--- src/rtl/mmio_timer.sv ---
// ============================================================================
//  Module   : mmio_timer
//  Purpose  : Memory-mapped timer peripheral on the MEM-stage data bus.
//             Reloadable up-counter (TH/TL), control/status (TCON),
//             optional prescaler (PSC) and a free-running SYSTICK.
//  Options  : TIMER_PRESCALE_EN - adds the PSC register at +0xC and a
//             down-counting prescaler that gates the count tick.
//  Revision : 1.0 - initial release
// ============================================================================
`timescale 1ns/1ps
`default_nettype none

module mmio_timer #(
    parameter logic [31:0] BASE_ADDR  = 32'h4000_0000,
    parameter int unsigned PRESCALE_W = 8
) (
    input  logic        clk,
    input  logic        rst_n,
    input  logic        MemRead,
    input  logic        MemWrite,
    input  logic [31:0] Address,
    input  logic [31:0] WriteData,
    output logic [31:0] ReadData,
    output logic        hit,
    output logic        irqout
);

    localparam logic [31:0] c_ADDR_TH      = BASE_ADDR;
    localparam logic [31:0] c_ADDR_TL      = BASE_ADDR + 32'h4;
    localparam logic [31:0] c_ADDR_TCON    = BASE_ADDR + 32'h8;
    localparam logic [31:0] c_ADDR_PSC     = BASE_ADDR + 32'hC;
    localparam logic [31:0] c_ADDR_SYSTICK = BASE_ADDR + 32'h10;
    localparam logic [31:0] c_TL_MAX       = 32'hFFFF_FFFF;

    logic [31:0] r_th;
    logic [31:0] r_tl;
    logic [2:0]  r_tcon;      // [0]=EN, [1]=IE, [2]=IRQ
    logic [31:0] r_systick;

    logic w_sel_th;
    logic w_sel_tl;
    logic w_sel_tcon;
    logic w_sel_psc;
    logic w_sel_systick;
    logic w_wr_th;
    logic w_wr_tl;
    logic w_wr_tcon;
    logic w_tick;
    logic w_ovf;
    logic w_irq_set;

    // Exact-match decode; misaligned or out-of-window addresses never match
    assign w_sel_th      = (Address == c_ADDR_TH);
    assign w_sel_tl      = (Address == c_ADDR_TL);
    assign w_sel_tcon    = (Address == c_ADDR_TCON);
    assign w_sel_systick = (Address == c_ADDR_SYSTICK);

`ifdef TIMER_PRESCALE_EN
    logic [PRESCALE_W-1:0] r_psc;
    logic [PRESCALE_W-1:0] r_psc_cnt;
    logic                  w_wr_psc;

    assign w_sel_psc = (Address == c_ADDR_PSC);
    assign w_wr_psc  = MemWrite && w_sel_psc;
    assign w_tick    = r_tcon[0] && (r_psc_cnt == '0);

    // Prescaler reload value, software writable
    always_ff @(posedge clk or negedge rst_n) begin
        if (!rst_n) begin
            r_psc <= '0;
        end else if (w_wr_psc) begin
            r_psc <= WriteData[PRESCALE_W-1:0];
        end
    end

    // Prescaler down-counter: restarts on PSC write, frozen while EN=0
    always_ff @(posedge clk or negedge rst_n) begin
        if (!rst_n) begin
            r_psc_cnt <= '0;
        end else if (w_wr_psc) begin
            r_psc_cnt <= WriteData[PRESCALE_W-1:0];
        end else if (r_tcon[0]) begin
            if (r_psc_cnt == '0) begin
                r_psc_cnt <= r_psc;
            end else begin
                r_psc_cnt <= r_psc_cnt - 1'b1;
            end
        end
    end
`else
    // Offset +0xC is unmapped; a zero prescaler width is treated as no timer
    assign w_sel_psc = 1'b0;
    assign w_tick    = r_tcon[0] && (PRESCALE_W != 0);
`endif

    assign hit = w_sel_th || w_sel_tl || w_sel_tcon || w_sel_psc || w_sel_systick;

    assign w_wr_th   = MemWrite && w_sel_th;
    assign w_wr_tl   = MemWrite && w_sel_tl;
    assign w_wr_tcon = MemWrite && w_sel_tcon;

    assign w_ovf     = w_tick && (r_tl == c_TL_MAX);
    assign w_irq_set = w_ovf && r_tcon[1];

    assign irqout = r_tcon[2];

    // Zero-latency read mux; shows pre-write contents during a store
    always_comb begin
        ReadData = 32'h0;
        if (MemRead) begin
            if (w_sel_th) begin
                ReadData = r_th;
            end else if (w_sel_tl) begin
                ReadData = r_tl;
            end else if (w_sel_tcon) begin
                ReadData = {29'h0, r_tcon};
            end else if (w_sel_systick) begin
                ReadData = r_systick;
            end
`ifdef TIMER_PRESCALE_EN
            else if (w_sel_psc) begin
                ReadData = {{(32-PRESCALE_W){1'b0}}, r_psc};
            end
`endif
        end
    end

    // Reload value; a write during overflow takes effect on the next overflow
    always_ff @(posedge clk or negedge rst_n) begin
        if (!rst_n) begin
            r_th <= 32'h0;
        end else if (w_wr_th) begin
            r_th <= WriteData;
        end
    end

    // Count register: CPU write beats the tick, overflow reloads from TH
    always_ff @(posedge clk or negedge rst_n) begin
        if (!rst_n) begin
            r_tl <= 32'h0;
        end else if (w_wr_tl) begin
            r_tl <= WriteData;
        end else if (w_ovf) begin
            r_tl <= r_th;
        end else if (w_tick) begin
            r_tl <= r_tl + 32'h1;
        end
    end

    // Control/status: IRQ is write-0-to-clear and a simultaneous set wins
    always_ff @(posedge clk or negedge rst_n) begin
        if (!rst_n) begin
            r_tcon <= 3'b000;
        end else if (w_wr_tcon) begin
            r_tcon <= {(WriteData[2] && r_tcon[2]) || w_irq_set, WriteData[1:0]};
        end else if (w_irq_set) begin
            r_tcon[2] <= 1'b1;
        end
    end

    // Free-running cycle counter, independent of EN and not writable
    always_ff @(posedge clk or negedge rst_n) begin
        if (!rst_n) begin
            r_systick <= 32'h0;
        end else begin
            r_systick <= r_systick + 32'h1;
        end
    end

endmodule

`default_nettype wire

--- config.mk ---
export PLATFORM = sky130hd
export DESIGN_NAME = mmio_timer
export DESIGN_NICKNAME = d
export VERILOG_FILES = /design/src/rtl/mmio_timer.sv
export SDC_FILE = /design/constraint.sdc
export NUM_CORES = 1
export LEC_CHECK = 0
export BUFFER_PORTS_ARGS = -buffer_cell sky130_fd_sc_hd__buf_2
export CORE_MARGIN = 10
export CORE_UTILIZATION = 52
export DETAILED_ROUTE_END_ITERATION = 7
export PLACE_DENSITY = 0.77
export SYNTH_ARGS = -nofsm -noshare
export SYNTH_HDL_FRONTEND = slang
export SYNTH_SLANG_ARGS = --single-unit
--- constraint.sdc ---
create_clock -name clk -period 2 [get_ports clk]
set_input_delay 0 -clock clk [delete_from_list [all_inputs] [get_ports clk]]
set_output_delay 0 -clock clk [all_outputs]
set_load 0.005 [all_outputs]
==> impl_metrics.ini, run 1 <==
[sta]
finalMaxSlewViolations = 0
worst_slew_pin_slew_ps = 593
finalWorstSetupSlack_ps = -25.3
period_share_pct = 101
rsz0062_at_grt = yes
tns_ps = -41.4
finalCriticalPeriod_ps = 2030
timing.fmax_ghz = 0.494
finalSetupViolCount = 3
hold_viol = 0
relSlewSlack_pct = 59.5
fin_skew_ps = 6.82

[worst_setup_path]
critical_path_cell_count = 5
ff2ff_path_depth = 5
worstPathArrival_ps = 2260
endpoint_kind = register
worstReg2RegStart = r_tl[18]$_DFFE_PN0P_
crit_fanout = 4
worstSetupPathType = reg2reg
r2r-end = r_tl[21]$_DFFE_PN0P_
path_cells = nand4_1, or4_4, or2_1, o311ai_0, o21ai_0
crit_family = simple AND/OR/NAND/NOR gates
cp_slowest_cell = or4_4
cp-startpoint = r_tl[18]$_DFFE_PN0P_
max_stage_delay_ps = 620
rrSetupSlack_ps = -30
cp.required_ps = 2230
path_buf_inv = 0
crit_end = r_tl[21]$_DFFE_PN0P_
start_kind = register

[floorplanning]
start_util_pct = 53.9
io_pins = 102
core_area_mm2 = 0.0116
fp.dieH_um = 130
row_count = 39
dieArea_mm2 = 0.0168
die_x_um = 130

[routing]
post_drt_wl_per_cell_um = 21.9
first_iter_violations = 715
wirelength_um = 22700
dr.pass1.iters = 7
via_count = 6419
post-route-drc-count = 0
vias_per_cell = 6.20
ant_nets = 0

[logic_synthesis]
synth-edff-count = 0
yosys_warnings = 0
syn-num-nets = 767
async_flop_share_pct = 100
syn_inst = 697
seq_area_frac_synth_pct = 39.6
synth.avg_cell_area_um2 = 8.97
synth_area_mm2 = 0.00625
synth_top_flop_cell = dfrtp_1
ys_types = 58
ys_seq_elements = 99

[clocking]
cts_tree = yes
clk_pin_slew_ps = 70
cts_buffers = 9
ctsRootBufferMaster = clkbuf_16
cts.sinks = 99
htree_num_levels = 3
clk_path_buf_depth = 2
clock_latency_ps = 360

[layout]
nets = 957
postLayoutCellArea_mm2 = 0.00840
multi_input_area_mm2 = 0.00373
fillers = 920
syn2layout_area_growth_pct = 34.3
drive_gt1_share_pct = 32.5
antenna_cells = 0
seq_area_mm2 = 0.00248

[hold_path]
min_path_type = in2reg
hold_depth = 3

[placement]
place_area_mm2 = 0.00749
port_buffers = 101
dpl.hpwl_um = 16700
gp_congestion = 0.990

[pwr]
powerDensity_mw_per_mm2 = 500
ir_worst_vdd_mv = 0.625
leakage_nw = 3.79

[status]
violations = negative setup slack
run_status = complete, but fails checks

[grt]
grt_pass1_vias = 6378
grt_pass1_wl_um = 35600
grt_use_total_pct = 27.1
antenna_found_initial = 0
overflow = 0
grt_max_degree = 46

[run]
cap_viol_max_count = 0
[how the worst min path moves through the flow]
stage,startpoint,end
2_1_floorplan,rst_n,r_systick[0]$_DFF_PN0_
3_3_place_gp,rst_n,r_systick[4]$_DFF_PN0_
3_5_place_dp,rst_n,r_systick[3]$_DFF_PN0_
4_1_cts,MemWrite,r_tcon[2]$_DFFE_PN0P_
5_1_grt,MemWrite,r_tcon[2]$_DFFE_PN0P_
6_report,MemWrite,r_tcon[2]$_DFFE_PN0P_
[sequential cells by signal, indices dropped and copies added (netlist names)]
signal     flops
r_systick     32
r_tcon         3
r_tl          32
r_th          32
[cells in the final DEF, fill, tap and decap left out, drive strengths merged, types with 3 or more instances in the layout]
master / instances
dfrtp: 99
nand4: 23
mux2i: 11
nor4b: 3
o31ai: 14
buf: 198
nor2: 60
or3: 3
a222oi: 3
clkbuf: 10
dlygate4sd3: 33
nor3: 26
nand3: 37
a211oi: 5
o21ai: 18
o22a: 3
nand2b: 24
nand3b: 3
o211ai: 7
nor4: 19
and3: 16
or4: 3
inv: 20
a21oi: 27
nand2: 51
and4: 13
and2: 5
mux2: 36
a2111oi: 23
xor2: 8
a31oi: 7
xnor2: 29
nor2b: 27
[stage by stage]
step | hold slack [ps] | setup WS (ps) | util, % | total power [mW] | std cells
floorplan | -296 | -24.2 | - | 2.11 | 697
global placement | 14.5 | -308 | 64.5 | 2.26 | 980
detailed placement | 21.3 | -426 | 64.5 | 2.26 | 980
CTS | 17.2 | 0.411 | 70.6 | 4.20 | 1033
global route | 37.1 | -102 | 72.3 | 4.33 | 1035
finish | 42.3 | -25.3 | 72.3 | 4.20 | 1035
[Yosys cell counts, drive strengths merged, types with 8 or more instances]
library cell  count  share of area, %
a2111oi          23               3.2
a21oi            27               2.3
and3             16               1.6
and4             13               1.8
buf              13               1.1
clkbuf           39               2.4
dfrtp            99                40
inv              17               1.0
mux2             36               6.5
mux2i            11               1.8
nand2            51               3.1
nand2b           24               2.4
nand3            37               3.0
nand4            23               2.6
nor2             60               3.6
nor2b            27               2.7
nor3             26               2.4
nor4             19               2.0
o21ai            18               1.4
o31ai            14               1.7
xnor2            29               4.1
xor2              8               1.1
[report_power, final]
group / total, mW / switching, mW / internal (mW)
clock: 1.91 / 0.873 / 1.03
sequential: 2.00 / 0.0000000253 / 2.00
combinational: 0.293 / 0.159 / 0.134
[worst min-delay path, delay by kind of cell]
kind | cells | cell delay, ps
compound gates | 1 | 130
simple gates | 1 | 100
buf+inv | 1 | 140
[routing by layer]
| metal | global-route usage [%] | vias up | share of wire [%] |
|---|---|---|---|
| li1 | - | 2950 | - |
| met1 | 37.0 | 3119 | 43 |
| met2 | 41.1 | 315 | 46 |
| met3 | 7.18 | 35 | 9.0 |
| met4 | 8.53 | 0 | 2.2 |
| met5 | 0 | - | 0 |
[kinds of logic (layout without fill, tap and decap cells)]
logic type / after synthesis / count (layout) / share of synthesized area [%]
simple gates: 317 / 317 / 27.7
flops: 99 / 99 / 39.6
xor+xnor: 37 / 37 / 5.18
fa+ha+maj: 2 / 2 / 0.400
mux: 47 / 47 / 8.24
compound gates: 126 / 126 / 14.4
buf+inv: 69 / 264 / 4.52
[final cells by class]
| class | count | area share [%] |
|---|---|---|
| clock buffer | 10 | 2.85 |
| timing repair buffer | 231 | 19.4 |
| tap | 143 | 2.13 |
| sequential | 99 | 29.5 |
| inverter | 17 | 0.760 |
| multi-input combinational | 529 | 44.4 |
| clock inverter | 6 | 0.939 |
[timing repair]
| item | CTS | global route |
|---|---|---|
| gates resized for setup | 10 | 44 |
| hold endpoints to repair | 102 | 0 |
| setup buffers | 4 | 2 |
| hold buffers | 33 | 0 |
| pin swaps | 3 | 10 |
| setup endpoints to repair | 25 | 45 |
No activity file was read; power rests on OpenSTA's default activity.
==> inputs of run 2 (changes only) <==
Settings changed: CORE_UTILIZATION 52 to 53, CTS_BUF_LIST from default to sky130_fd_sc_hd__clkbuf_2 sky130_fd_sc_hd__clkbuf_4 sky130_fd_sc_hd__clkbuf_8, PLACE_DENSITY 0.77 to 0.79.
==> run 2 against run 1 <==
- the run still ends with negative setup slack left
- cell count is 1.1% higher
- global-route usage shrank 0.81 points
- sequential share of layout area rose by 0.20 points
- total power shrank 13%
- critical path type unchanged
- critical endpoint is now r_tl[22]$_DFFE_PN0P_
==> impl_metrics.ini, run 2 (synthesis results as in run 1) <==
[worst_setup_path]
worstSetupPathType = reg2reg
worstPathArrival_ps = 2290
start_kind = register
ff2ff_path_depth = 6
max_stage_delay_ps = 560
crit_fanout = 7
path_cells = nand4_1, or4_4, buf_4, or3_1, a31oi_1, o31ai_1
cp.required_ps = 2290
endpoint_kind = register
cp_slowest_cell = or4_4

[grt]
grt_use_total_pct = 26.3
antenna_found_initial = 1
grt.busiest_layer = met2
grt_pass1_vias = 6521
grt_max_degree = 46
overflow = 0
met2_usage_pct = 39.7
grt_pass1_wl_um = 34700
met3_usage_pct = 7.31
use_met1_pct = 35.5

[sta]
relSlewSlack_pct = 57.8
rsz0062_at_grt = yes
finalSetupViolCount = 2
finalCriticalPeriod_ps = 2010
hold_ws_ps = 55.4
hold_viol = 0
fin_skew_ps = 17.2
finalMaxSlewViolations = 0
period_share_pct = 100
timing.fmax_ghz = 0.498
finalWorstSetupSlack_ps = -8.93
worst_slew_pin_slew_ps = 627

[layout]
reg_top3 = r_systick x32, r_th x32, r_tl x32
layout_commonest_cell = buf_2
nets = 967
syn2layout_area_growth_pct = 33.3
seq_area_mm2 = 0.00248
multi_input_area_mm2 = 0.00371
final_cell_mix = 100 x buf_2, 99 x buf_4, 99 x dfrtp_1
drive_gt1_share_pct = 33.4
fillers = 872

[routing]
via_count = 6571
dr.pass1.iters = 6
wirelength_um = 22000
vias_per_cell = 6.28
post_drt_wl_per_cell_um = 21.1
post-route-drc-count = 0
ant_nets = 0
first_iter_violations = 842

[pwr]
powerDensity_mw_per_mm2 = 436
ir_worst_vdd_mv = 0.650
leakage_nw = 3.75

[floorplanning]
dieArea_mm2 = 0.0165
fp.dieH_um = 129
die_x_um = 129
start_util_pct = 54.5
row_count = 39
io_pins = 102
core_area_mm2 = 0.0115

[clocking]
clk_pin_slew_ps = 110
cts_buffers = 9
cts_tree = yes
clock_latency_ps = 400
ctsRootBufferMaster = clkbuf_8
htree_num_levels = 3
clk_path_buf_depth = 2
cts.sinks = 99

[placement]
place_ws_ps = -451
gp_congestion = 1.03
dpl.hpwl_um = 16500
port_buffers = 101

[status]
run_status = complete, but fails checks
violations = negative setup slack

[hold_path]
min_path_type = in2async

[run]
cap_viol_max_count = 0
run 2: cell types whose count changed in the layout (fill, tap and decap cells not counted), sizes merged:
cell / before / now
clkinvlp: 0 / 1
inv: 20 / 22
dlygate4sd3: 33 / 34
bufinv: 1 / 0
buf: 198 / 207
diode: 0 / 1
clkinv: 2 / 0
run 2: repair_timing:
item | in CTS | in global routing
endpoints found under the setup margin | 23 | 52
gates resized for setup | 16 | 36
endpoints found under the hold margin | 139 | 0
buffers inserted | 1 | 5
pin swaps | 3 | 8
hold buffers | 34 | 0
run 2: worst max-delay path, delay by kind of cell (launching register included):
family | cells | cell delay, ps
and+or+nand+nor | 3 | 1110
DFF | 1 | 380
buffers and inverters | 1 | 180
AOI/OAI and AO/OA | 2 | 230
run 2: cell type report:
type,count,area share [%]
Inverter,17,0.765
Clock buffer,10,1.65
Timing Repair Buffer,241,20.5
Clock inverter,6,0.735
Sequential cell,99,29.7
Tap cell,143,2.15
Antenna cell,1,0.0300
Multi-Input combinational cell,529,44.5
run 2: where the power goes:
group          internal, mW  switching [mW]
clock                 0.526           0.818
sequential             2.00    0.0000000229
combinational         0.135           0.154
total                  2.66           0.972
run 2: routing by layer:
| metal | up-vias | routed length [um] |
|---|---|---|
| li1 | 2968 | - |
| met1 | 3164 | 9210 |
| met2 | 385 | 10000 |
| met3 | 54 | 2220 |
| met4 | 0 | 584 |
| met5 | - | 0 |
run 2: worst paths after layout:
kind / start / slack, ps / endpoint
max: r_tl[15]$_DFFE_PN0P_ / -9 / r_tl[22]$_DFFE_PN0P_
min: rst_n / 60 / r_systick[6]$_DFF_PN0_
max reg2reg: r_tl[15]$_DFFE_PN0P_ / -9 / r_tl[22]$_DFFE_PN0P_
min reg2reg: r_systick[31]$_DFF_PN0_ / 480 / r_systick[31]$_DFF_PN0_
max in group asynchronous: rst_n / 1220 / r_tl[17]$_DFFE_PN0P_
min in group clk: Address[3] / 230 / r_tl[26]$_DFFE_PN0P_
run 2: per-stage QoR:
stage	TNS (ps)	util [%]	area, um^2	cells	power (mW)
3_5_place_dp	-829	65.9	7560	989	2.26
6_report	-13.1	72.7	8340	1046	3.63
2_1_floorplan	-101	-	6310	697	2.11
3_3_place_gp	-394	65.9	7560	989	2.26
5_1_grt	-856	72.7	8340	1046	3.75
4_1_cts	-91.9	71.1	8160	1040	3.65
==> inputs of run 3 (changes only) <==
Settings changed: CORE_UTILIZATION 53 to 59, HOLD_SLACK_MARGIN from default to 0.03, PLACE_DENSITY 0.79 to 0.83.
Clock period 2 ns to 2.1 ns, I/O delays scaled along.
==> run 3 against run 2 <==
- the run now ends clean
- routed wire length decreased by 1.8%
- sequential power down 5%
- highest routed layer is now met5
- largest cell class unchanged
- worst hold slack improved by 4.3 ps
- core utilization is 4.4 points higher
- global-route usage up 2.8 points
- clock power up 4%
- critical endpoint is now r_tl[17]$_DFFE_PN0P_
==> impl_metrics.ini, run 3 (synthesis results as in run 1) <==
[status]
run_status = finished, final reports clean

[grt]
grt_max_degree = 69
overflow = 0
grt_use_total_pct = 29.0
grt_pass1_wl_um = 34400
antenna_found_initial = 1
grt_pass1_vias = 6477

[sta]
worst_slew_pin_slew_ps = 664
fin_skew_ps = 12.5
hold_viol = 0
finalSetupViolCount = 0
finalMaxSlewViolations = 0
relSlewSlack_pct = 54.6
period_share_pct = 98.3
timing.fmax_ghz = 0.484
rsz0062_at_grt = yes
finalCriticalPeriod_ps = 2060

[layout]
nets = 943
final_core_util_pct = 77.1
drive_gt1_share_pct = 28.4
antenna_cells = 0
final_cell_mix = 100 x buf_2, 98 x dfrtp_1, 81 x buf_4
fillers = 720
layout_commonest_cell = buf_2
reg_top3 = r_systick x32, r_th x32, r_tl x32
syn2layout_area_growth_pct = 27.3

[routing]
ant_nets = 0
post_drt_wl_per_cell_um = 21.3
route.met2.wl_um = 10100
wl_met3_um = 2270
met1_length_um = 8580
dr.pass1.iters = 5
wirelength_um = 21600
maxUsedRoutingLayer = met5
post-route-drc-count = 0
first_iter_violations = 835
via_count = 6535
vias_per_cell = 6.44

[clocking]
clock_latency_ps = 420
cts_tree = yes
cts.sinks = 99
ctsRootBufferMaster = clkbuf_8
clk_pin_slew_ps = 120
htree_num_levels = 3
cts_buffers = 9
clk_path_buf_depth = 2

[worst_setup_path]
worstSetupPathType = reg2reg
worstPathArrival_ps = 2420
cp_slowest_cell = or4_1
endpoint_kind = register
crit_fanout = 4
max_stage_delay_ps = 620
path_buf_inv = 0
start_kind = register
cp.required_ps = 2450
crit_family = simple AND/OR/NAND/NOR gates
path_cells = nand3_1, or4_1, nor3_4, mux2_2, a21oi_1

[floorplanning]
core_area_mm2 = 0.0103
die_x_um = 123
fp.dieH_um = 123
row_count = 37
dieArea_mm2 = 0.0151
start_util_pct = 60.6
io_pins = 102

[placement]
gp_congestion = 0.988
port_buffers = 101
dpl.hpwl_um = 16200

[pwr]
total_power_mw = 3.57
p_int_mw = 2.62
switchingPower_mw = 0.957
ir_worst_vdd_mv = 0.961
seqPwrFrac_pct = 53.3
pwr-share-comb_pct = 7.4
power_switching_share_pct = 26.8
p_clk_share_pct = 39.2
leakage_nw = 3.61
powerDensity_mw_per_mm2 = 449

[hold_path]
min_path_type = in2async

[run]
cap_viol_max_count = 0
run 3: cell count changes in the layout (fill, tap and decap cells not counted), moves of 3 or more:
cell       delta
a2111oi_2     -8
a2111oi_0     +7
and4_1        +3
buf_4        -18
nor4_2        -5
nor4_1        +5
buf_6         -4
inv_8         -3
run 3: worst paths after layout:
check	startpoint	to	slack, ps	cells past startpoint
hold reg to reg	r_systick[31]$_DFF_PN0_	r_systick[31]$_DFF_PN0_	510	1
min in group clk	Address[3]	r_tcon[1]$_DFFE_PN0P_	200	5
setup reg to reg	r_tl[11]$_DFFE_PN0P_	r_tl[17]$_DFFE_PN0P_	40	5
setup / recovery	r_tl[11]$_DFFE_PN0P_	r_tl[17]$_DFFE_PN0P_	40	5
hold / removal	rst_n	r_tl[9]$_DFFE_PN0P_	60	2
max in group asynchronous	rst_n	r_systick[24]$_DFF_PN0_	1320	3
run 3: area by class of cell:
cell class | count | area (um^2) | share of cell area (%)
clock buffers | 9 | 124 | 1.56
clock inverters | 7 | 92.6 | 1.16
inverters | 17 | 63.8 | 0.801
multi-input cells | 529 | 3540 | 44.5
flip-flops and latches | 99 | 2480 | 31.1
well taps | 136 | 170 | 2.14
repair buffers | 217 | 1490 | 18.7
run 3: power groups by stage:
| stage | registers (mW) | logic [mW] | clock network, mW |
|---|---|---|---|
| 2_1_floorplan | 1.94 | 0.0641 | 0 |
| 3_3_place_gp | 1.94 | 0.204 | 0 |
| 3_5_place_dp | 1.94 | 0.210 | 0 |
| 4_1_cts | 1.91 | 0.260 | 1.41 |
| 5_1_grt | 1.91 | 0.289 | 1.49 |
| 6_report | 1.91 | 0.266 | 1.40 |
run 3: per-stage QoR:
step           TNS, ps  setup slack [ps]  cell area (um^2)  cells  hold WS (ps)
6_report             0              35.2              7960   1014          59.7
5_1_grt           -248             -60.5              7960   1014          85.2
4_1_cts              0              19.0              7910   1013          71.5
3_5_place_dp         0              36.4              7360    963         -30.9
3_3_place_gp         0              64.9              7360    963         -35.7
2_1_floorplan        0              40.3              6250    697          -296
run 3: repair_timing:
action,CTS,global route
hold endpoints to repair,166,0
buffers inserted,0,1
setup endpoints to repair,0,59
hold buffers,34,0
resized for setup,0,12
run 3: layer usage:
| metal | vias up | GRT usage, % |
|---|---|---|
| met1 | 3141 | 36.3 |
| li1 | 2913 | - |
| met2 | 404 | 45.5 |
| met3 | 75 | 9.25 |
| met4 | 2 | 12.4 |
| met5 | - | 0 |
